$ cat src/rtl/jogador_automatico_pkg.sv
// Shared definitions for the automatic player: state codes, the stored
// button sequence and the default timing constants.
package jogador_automatico_pkg;

    // State codes, also exported on db_estado
    localparam logic [3:0] ST_OCIOSO      = 4'd0;
    localparam logic [3:0] ST_INICIA      = 4'd1;
    localparam logic [3:0] ST_ESPERA      = 4'd2;
    localparam logic [3:0] ST_APERTA      = 4'd3;
    localparam logic [3:0] ST_SOLTA       = 4'd4;
    localparam logic [3:0] ST_PROXIMA     = 4'd5;
    localparam logic [3:0] ST_AGUARDA_FIM = 4'd6;
    localparam logic [3:0] ST_FIM         = 4'd7;

    // Default timing
    localparam int JOGAR_CICLOS_DEF = 5;
    localparam int PRESS_CICLOS_DEF = 5;
    localparam int GAP_CICLOS_DEF   = 10;
    localparam int N_JOGADAS_DEF    = 16;

    // Stored sequence ROM: one-hot button for each play index
    function automatic logic [3:0] seq_botao(input logic [3:0] idx);
        logic [3:0] b;
        case (idx)
            4'd0:    b = 4'b0001;
            4'd1:    b = 4'b0010;
            4'd2:    b = 4'b0100;
            4'd3:    b = 4'b1000;
            4'd4:    b = 4'b0100;
            4'd5:    b = 4'b0010;
            4'd6:    b = 4'b0001;
            4'd7:    b = 4'b0001;
            4'd8:    b = 4'b0010;
            4'd9:    b = 4'b0010;
            4'd10:   b = 4'b0100;
            4'd11:   b = 4'b0100;
            4'd12:   b = 4'b1000;
            4'd13:   b = 4'b1000;
            4'd14:   b = 4'b0001;
            default: b = 4'b0100;
        endcase
        return b;
    endfunction

    // Rotate a one-hot button left by one: still one-hot, always a different button
    function automatic logic [3:0] rotl1(input logic [3:0] b);
        return {b[2:0], b[3]};
    endfunction

    function automatic int max3(input int a, input int b, input int c);
        int m;
        m = (a > b) ? a : b;
        return (m > c) ? m : c;
    endfunction

endpackage

$ cat src/rtl/jogador_automatico_contador_tempo.sv
// contador_tempo: loadable down-counter that stops at zero and flags it.
module contador_tempo #(
    parameter int WIDTH = 5
) (
    input  logic             clk_i,
    input  logic             rst_i,
    input  logic             carga_i,
    input  logic [WIDTH-1:0] valor_i,
    output logic             zero_o
);

    logic [WIDTH-1:0] conta_q, conta_d;

    // Next count: load has priority, otherwise count down and hold at zero
    always_comb begin
        conta_d = conta_q;
        if (carga_i) begin
            conta_d = valor_i;
        end else if (conta_q != '0) begin
            conta_d = conta_q - WIDTH'(1);
        end
    end

    // Count register with synchronous reset
    always_ff @(posedge clk_i) begin
        if (rst_i) begin
            conta_q <= '0;
        end else begin
            conta_q <= conta_d;
        end
    end

    assign zero_o = (conta_q == '0);

endmodule

$ cat src/rtl/jogador_automatico.sv
// jogador_automatico: automatic player driving jogar/botoes of the game,
// replaying the stored sequence with growing rounds and reporting the outcome.
// Optional macro ERRO_INJETADO_EN adds erro_rodada: the last play of that
// round presses the wrong (rotated) button.
module jogador_automatico
    import jogador_automatico_pkg::*;
#(
    parameter int JOGAR_CICLOS = JOGAR_CICLOS_DEF,
    parameter int PRESS_CICLOS = PRESS_CICLOS_DEF,
    parameter int GAP_CICLOS   = GAP_CICLOS_DEF,
    parameter int N_JOGADAS    = N_JOGADAS_DEF
) (
    input  logic       clock,
    input  logic       reset,
    input  logic       iniciar,
    input  logic       ganhou,
    input  logic       perdeu,
    input  logic       pronto,
`ifdef ERRO_INJETADO_EN
    input  logic [3:0] erro_rodada,
`endif
    output logic       jogar,
    output logic [3:0] botoes,
    output logic       ocupado,
    output logic       fim,
    output logic       acertou,
    output logic [3:0] db_rodada,
    output logic [3:0] db_jogada,
    output logic [3:0] db_estado
);

    localparam int         TEMPO_MAX = max3(JOGAR_CICLOS, PRESS_CICLOS, GAP_CICLOS);
    localparam int         TW        = $clog2(TEMPO_MAX) + 1;
    localparam logic [3:0] ULTIMA    = 4'(N_JOGADAS - 1);

    logic [3:0]    state_q, state_d;
    logic [3:0]    rodada_q, rodada_d;
    logic [3:0]    jogada_q, jogada_d;
    logic          acertou_q, acertou_d;
    logic          tempo_carga;
    logic [TW-1:0] tempo_valor;
    logic          tempo_zero;
    logic          em_jogo;
    logic [3:0]    botao_atual;

    // pronto arrives together with ganhou/perdeu and carries no extra information
    logic unused_pronto;
    assign unused_pronto = pronto;

    contador_tempo #(
        .WIDTH(TW)
    ) u_tempo (
        .clk_i  (clock),
        .rst_i  (reset),
        .carga_i(tempo_carga),
        .valor_i(tempo_valor),
        .zero_o (tempo_zero)
    );

    assign em_jogo = (state_q == ST_ESPERA) || (state_q == ST_APERTA) ||
                     (state_q == ST_SOLTA)  || (state_q == ST_PROXIMA);

    // Button for the current play, optionally corrupted on the chosen round
    always_comb begin
        botao_atual = seq_botao(jogada_q);
`ifdef ERRO_INJETADO_EN
        if ((rodada_q == erro_rodada) && (jogada_q == rodada_q)) begin
            botao_atual = rotl1(seq_botao(jogada_q));
        end
`endif
    end

    // FSM next state and round/play/outcome bookkeeping
    always_comb begin
        state_d   = state_q;
        rodada_d  = rodada_q;
        jogada_d  = jogada_q;
        acertou_d = acertou_q;
        case (state_q)
            ST_OCIOSO, ST_FIM: begin
                if (iniciar) begin
                    state_d   = ST_INICIA;
                    rodada_d  = '0;
                    jogada_d  = '0;
                    acertou_d = 1'b0;
                end
            end
            ST_INICIA:  if (tempo_zero) state_d = ST_ESPERA;
            ST_ESPERA:  if (tempo_zero) state_d = ST_APERTA;
            ST_APERTA:  if (tempo_zero) state_d = ST_SOLTA;
            ST_SOLTA:   if (tempo_zero) state_d = ST_PROXIMA;
            ST_PROXIMA: begin
                if (jogada_q < rodada_q) begin
                    jogada_d = jogada_q + 4'd1;
                    state_d  = ST_APERTA;
                end else if (rodada_q < ULTIMA) begin
                    rodada_d = rodada_q + 4'd1;
                    jogada_d = '0;
                    state_d  = ST_APERTA;
                end else begin
                    state_d = ST_AGUARDA_FIM;
                end
            end
            ST_AGUARDA_FIM: begin
                if (perdeu) begin
                    state_d   = ST_FIM;
                    acertou_d = 1'b0;
                end else if (ganhou) begin
                    state_d   = ST_FIM;
                    acertou_d = 1'b1;
                end
            end
            default: state_d = ST_OCIOSO;
        endcase
        // Game verdicts during play override the sequencing above; perdeu wins
        if (em_jogo) begin
            if (perdeu) begin
                state_d   = ST_FIM;
                acertou_d = 1'b0;
            end else if (ganhou) begin
                state_d   = ST_FIM;
                acertou_d = 1'b1;
            end
        end
    end

    // Timer reload on every state change; N cycles in a state means load N-1
    always_comb begin
        tempo_carga = (state_d != state_q);
        case (state_d)
            ST_INICIA:           tempo_valor = TW'(JOGAR_CICLOS - 1);
            ST_APERTA:           tempo_valor = TW'(PRESS_CICLOS - 1);
            ST_ESPERA, ST_SOLTA: tempo_valor = TW'(GAP_CICLOS - 1);
            default:             tempo_valor = '0;
        endcase
    end

    // State and counter registers with synchronous reset
    always_ff @(posedge clock) begin
        if (reset) begin
            state_q   <= ST_OCIOSO;
            rodada_q  <= '0;
            jogada_q  <= '0;
            acertou_q <= 1'b0;
        end else begin
            state_q   <= state_d;
            rodada_q  <= rodada_d;
            jogada_q  <= jogada_d;
            acertou_q <= acertou_d;
        end
    end

    // Moore outputs decoded from registered state
    always_comb begin
        jogar     = (state_q == ST_INICIA);
        botoes    = (state_q == ST_APERTA) ? botao_atual : '0;
        ocupado   = (state_q != ST_OCIOSO) && (state_q != ST_FIM);
        fim       = (state_q == ST_FIM);
        acertou   = acertou_q;
        db_rodada = rodada_q;
        db_jogada = jogada_q;
        db_estado = state_q;
    end

endmodule

$ cat config.mk
export PLATFORM = sky130hd
export DESIGN_NAME = jogador_automatico
export DESIGN_NICKNAME = d
export VERILOG_FILES = /design/src/rtl/jogador_automatico_pkg.sv /design/src/rtl/jogador_automatico_contador_tempo.sv /design/src/rtl/jogador_automatico.sv
export SDC_FILE = /design/constraint.sdc
export NUM_CORES = 1
export LEC_CHECK = 0
export CAP_MARGIN = 40
export CELL_PAD_IN_SITES_DETAIL_PLACEMENT = 1
export CELL_PAD_IN_SITES_GLOBAL_PLACEMENT = 1
export CORE_MARGIN = 2
export CORE_UTILIZATION = 39
export CTS_CLUSTER_SIZE = 28
export DETAILED_ROUTE_END_ITERATION = 16
export GPL_TIMING_DRIVEN = 0
export HOLD_SLACK_MARGIN = 0.06
export MAX_ROUTING_LAYER = met4
export PLACE_DENSITY = 0.76
export SYNTH_ARGS = -nofsm -noshare
export SYNTH_HDL_FRONTEND = slang
export SYNTH_SLANG_ARGS = --single-unit
export TNS_END_PERCENT = 100
$ cat constraint.sdc
create_clock -name clock -period 2.5 [get_ports clock]
set_input_delay 0.25 -clock clock [delete_from_list [all_inputs] [get_ports clock]]
set_output_delay 0.25 -clock clock [all_outputs]
set_load 0.1 [all_outputs]
# After elaboration in Yosys (flattened, before gate mapping)
# Memories as Yosys holds them, arrays and structs flattened. A register that Yosys moved wholly into a read port is not among the register bits.
# Index checks and enable logic that the tools add are counted.
# totals
output_inout_bits	20
inputBits	6
mem_count	1
rom_bits	64
regBits	18
word_cells	76
# mem_list
memory	words	word_bits	rd	rd_clocked_by_memory_dff	write_ports	line_no	source
(name not given)	16	4	1	1	0	jogador_automatico_pkg.sv:24	case (idx)
# op_classes
eq_ne	17
n_lt_le_gt_ge	2
n_reduce_logical	15
add_sub_neg	3
n_mux	33
# ops
operator	n
two-way mux 4 bit	18
case mux 4 bit (7 select lines)	1
case mux 4 bit (2 select lines)	3
== test 4 x 3 -> 1 bit (second input constant)	5
== test 4 x 2 -> 1 bit (second input constant)	4
two-way mux 5 bit	2
adder 4 x 1 -> 4 bit (second input constant)	2
== test 4 x 1 -> 1 bit (second input constant)	2
two-way mux 1 bit	6
two-way mux 3 bit	2
OR reduction 2 bit	3
zero test 5 bit	1
nonzero test 5 bit	1
subtractor 5 x 1 -> 5 bit (second input constant)	1
zero test 4 bit	1
< comparator 4 bit	1
< comparator 4 bit (second input constant)	1
inequality test 2 bit (second input constant)	2
inequality test 4 x 3 -> 1 bit (second input constant)	1
inequality test 4 bit	1
AND reduction 4 bit	1
nonzero test 2 bit	2
nonzero test 4 bit	1
logical OR 1 bit	3
5 further kinds	5

# Depth between registers and ports, before layout
# logic_depth
ltp_word	11
depth_mapped	10

# Hierarchy
# Synthesis repeated with hierarchy kept, for this count alone.
# hier_totals
cells_unflattened	181
hier_area_um2	1550.2
# by_module_without_submodules
module	cells_per_inst	area_per_inst_um2	n_inst
jogador_automatico	149	1262.5	1
contador_tempo	32	287.8	1

# Worst setup path after synthesis
# Ideal clock, no wire load.
# synth_timing
kind	reg-to-output
startpoint	register state_q[0], in the netlist db_estado[0]
endpoint	output jogar
slack_ps	-1106
t_required_ps	2250
t_arrival_ps	3356
path_buffers	1
path_stages_with_launch	4
path_cell_list	dfxtp_1 buf_2 nand2b_1 nor3_1
# synth_between
elab_chain_cells	1
# synth_rtl
element	line_no	source
start, declared	jogador_automatico.sv:36	logic [3:0] state_q, state_d;
start signal, assigned	jogador_automatico.sv:146	state_q <= state_d;
== test 4 x 1 -> 1 bit	jogador_automatico.sv:155	jogar = (state_q == ST_INICIA);
end, declared	jogador_automatico.sv:22	output logic jogar,
# Every way passes these cells.

# Worst setup path in the final report
# layout_timing
startpoint	register state_q[2], in the netlist db_estado[2]
endpoint	register u_tempo.conta_q[4]
# layout_between
elab_chain_cells	8
# layout_rtl
element	line_no	source
== test 4 x 3 -> 1 bit (tied with other cells)	jogador_automatico.sv:79	case (state_q)
OR reduction 2 bit or two-way mux 4 bit (tied branches)	jogador_automatico.sv:79, jogador_automatico.sv:105	
case mux 4 bit (7 select lines)	jogador_automatico.sv:79	
two-way mux 4 bit	jogador_automatico.sv:120	end else if (ganhou) begin
two-way mux 4 bit	jogador_automatico.sv:117	if (perdeu) begin
two-way mux 4 bit	jogador_automatico.sv:116	if (em_jogo) begin
inequality test 4 bit (*)	jogador_automatico.sv:129	tempo_carga = (state_d != state_q);
two-way mux 5 bit or nonzero test 2 bit (tied branches)	--	
end signal, assigned	jogador_automatico_contador_tempo.sv:29	conta_q <= conta_d;
end, declared	jogador_automatico_contador_tempo.sv:12	logic [WIDTH-1:0] conta_q, conta_d;
# Every way passes the cells marked *; elsewhere a longest branch is shown, timed or not.
# A chain may end at the register's enable or synchronous reset.

==> metrics.yaml <==
critical_path:
  rr_worst_depth: 9
  worstSetupStartpointType: "flop"
  required_ns: 2.71
  cp-end-kind: "flop"
  path_cells: "buf_2 > nor4bb_2 > and2_1 > nor3_1 > o2111ai_1 > and4_4 > nand3b_1 > buf_4 > a21oi_1"
  slowest_stage: "nor4bb_2"
  worstSetupPathType: "reg2reg"
  arrival_ns: 2.69
  cp_max_fo: 10
  cpPeakStageDelay_ns: 0.59
sta:
  rsz0062_at_grt: "true"
  maxSlewViolCount: 0
  skew_ns: 0.00631
  tightest_slew_ns: 0.567
  setup_viol: 0
  max_slew_margin_pct: 61.7
  post-route-period-util_pct: 99.1
  fmax_mhz: 404
  fin_crit_ns: 2.48
  hold_viol: 0
cts:
  ctsRootBufferMaster: "clkbuf_8"
  cts_buffer_depth: 2
  cts_hold_buf: 0
  clock_latency_ns: 0.28
  clock_sinks: 22
  cts-htree-levels: 1
  cts_buffers: 3
  cts_tree: "yes"
  clkTransAtPathRegs_ns: 0.09
power_and_ir_drop:
  power_mw: 1.27
  p_leak_nw: 0.947
  powerDensity_nw_per_um2: 520
  vdd_drop_max_v: 0.000255
detailed_routing:
  ant_nets: 0
  wirelength_mm: 5.20
  avgRoutedWirePerCell_um: 17.1
  vias_per_cell: 5.61
  drc_errors: 0
  first_iter_violations: 64
  first_pass_iters: 4
  vias: 1705
cells_and_area:
  layout-drive-gt1-share_pct: 33.5
  multi_input_area_um2: 1130
  area_growth_pct: 54.1
  nets: 268
  fillCellCount: 466
  utilization_pct: 61.8
  final-seq-area_um2: 467
  diodes: 0
yosys:
  synth.most_common_cell: "dfxtp_1"
  synthDistinctLibCells: 58
  yosys_register_bits: 22
  yosys_warnings: 0
  yosys.area.top_type_share_pct: 27.7
  synthTopCellsByCount: "dfxtp_1, nor2_1, a21oi_1, inv_1, nand2_1"
  yosysSeqAreaShare_pct: 27.7
  synthesis.area_um2: 1590
  yosys.area.top_type: "dfxtp_1"
  synth_edf_count: 0
  yosys_most_used_dff: "dfxtp_1"
  syn_inst: 200
  synth_area_per_cell_um2: 7.96
  synth_nets: 213
  synthArstFlopShare_pct: 0
  synth_area_leaders: "dfxtp_1, ha_1, nor2_1"
outcome:
  status: "finished clean"
floorplan:
  fp.dieH_um: 67.9
  io_pins: 26
  dieArea_um2: 4610
  core_area_um2: 3970
  start_util_pct: 40.1
  die_w_um: 67.9
  rows: 23
placement:
  post-dp-hpwl_mm: 3.70
  placement.io_buffers: 24
  gp_congestion: 0.889
global_routing:
  grt_max_degree: 14
  grt.overflow.total: 0
  grt_usage_pct: 23.5
  grt_pass1_wl_mm: 8.02
  antenna_found_initial: 0
  grt_pass1_vias: 1689
run:
  max_cap_violations: 0
hold_path:
  holdCritPathClass: "reg2reg"
  holdPathStages: 2
==> metrics by stage <==
stage                     hold WS (ns)  std cells  TNS [ns]  setup slack (ns)  cell area [um^2]
final                            0.498        304         0            0.0217              2450
after global routing             0.520        304    -0.935            -0.159              2450
after CTS                        0.501        299         0           0.00911              2340
after detailed placement         0.485        294     -1.13            -0.229              2230
after global placement           0.469        274     -1.06            -0.172              1930
after floorplan                  0.324        200         0            0.0356              1620
==> kinds of logic after synthesis <==
group           share of synthesized area, %
simple gates                            29.2
other cells                            0.236
mux                                     2.04
compound gates                          23.4
buf+inv                                 7.07
flops                                   27.7
xor+xnor                                4.95
fa+ha+maj                               5.50
==> where the power goes <==
group | switching, mW | internal, mW
combinational | 0.331 | 0.250
sequential | 0.0161 | 0.367
clock | 0.136 | 0.174
==> worst paths after layout <==
check	from	end	slack (ns)
min reg2reg	u_tempo.conta_q[4]$_SDFFE_PP0P_	u_tempo.conta_q[4]$_SDFFE_PP0P_	0.50
max	db_estado[2]$_SDFF_PP0_	u_tempo.conta_q[4]$_SDFFE_PP0P_	0.02
min	u_tempo.conta_q[4]$_SDFFE_PP0P_	u_tempo.conta_q[4]$_SDFFE_PP0P_	0.50
max reg2reg	db_estado[2]$_SDFF_PP0_	u_tempo.conta_q[4]$_SDFFE_PP0P_	0.02
==> cell usage in the layout (no fill, tap or decap), drive strengths merged, types with 7 or more instances in the layout <==
master         count
nand3              8
clkdlybuf4s50     23
ha                 7
inv               12
dfxtp             22
buf               38
clkbuf             7
a21oi             13
nor2              17
nor3              10
o21ai             10
nand2             10
==> layout make-up <==
| type | instances | area share [%] |
|---|---|---|
| buffer | 14 | 3.83 |
| clock buffer | 4 | 2.70 |
| inverter | 12 | 1.84 |
| multi-input combinational | 152 | 46.1 |
| sequential | 22 | 19.0 |
| tap | 50 | 2.55 |
| timing repair buffer | 50 | 24.0 |
==> registers in the layout, summed over array words and instances (netlist names) <==
name / cells
db_estado: 4
acertou: 1
db_rodada: 4
u_tempo.conta_q: 5
botao_atual: 4
db_jogada: 4
==> worst max-delay path, delay by kind of cell, from the launching register on <==
kind                   cells  cell delay (ns)
DFF                        1             0.35
and+or+nand+nor            5             1.43
buffers and inverters      2             0.41
AOI/OAI and AO/OA          2             0.23
==> layer usage <==
layer  share of wire (%)  vias up  wire length [um]  global-route usage (%)
met5                   0        -                 0                       -
met4                 1.0        0                52                    5.25
li1                    -      835                 -                       -
met3                 1.5        5                79                    2.96
met2                  52       21              2710                    40.6
met1                  45      844              2350                    29.5
==> timing repair <==
item | in CTS | in global routing
endpoints found under the setup margin | 10 | 15
resized for setup | 11 | 20
pin swaps | 2 | 4
buffers inserted | 1 | 6
Note: power is estimated with default switching activity, not from simulation.
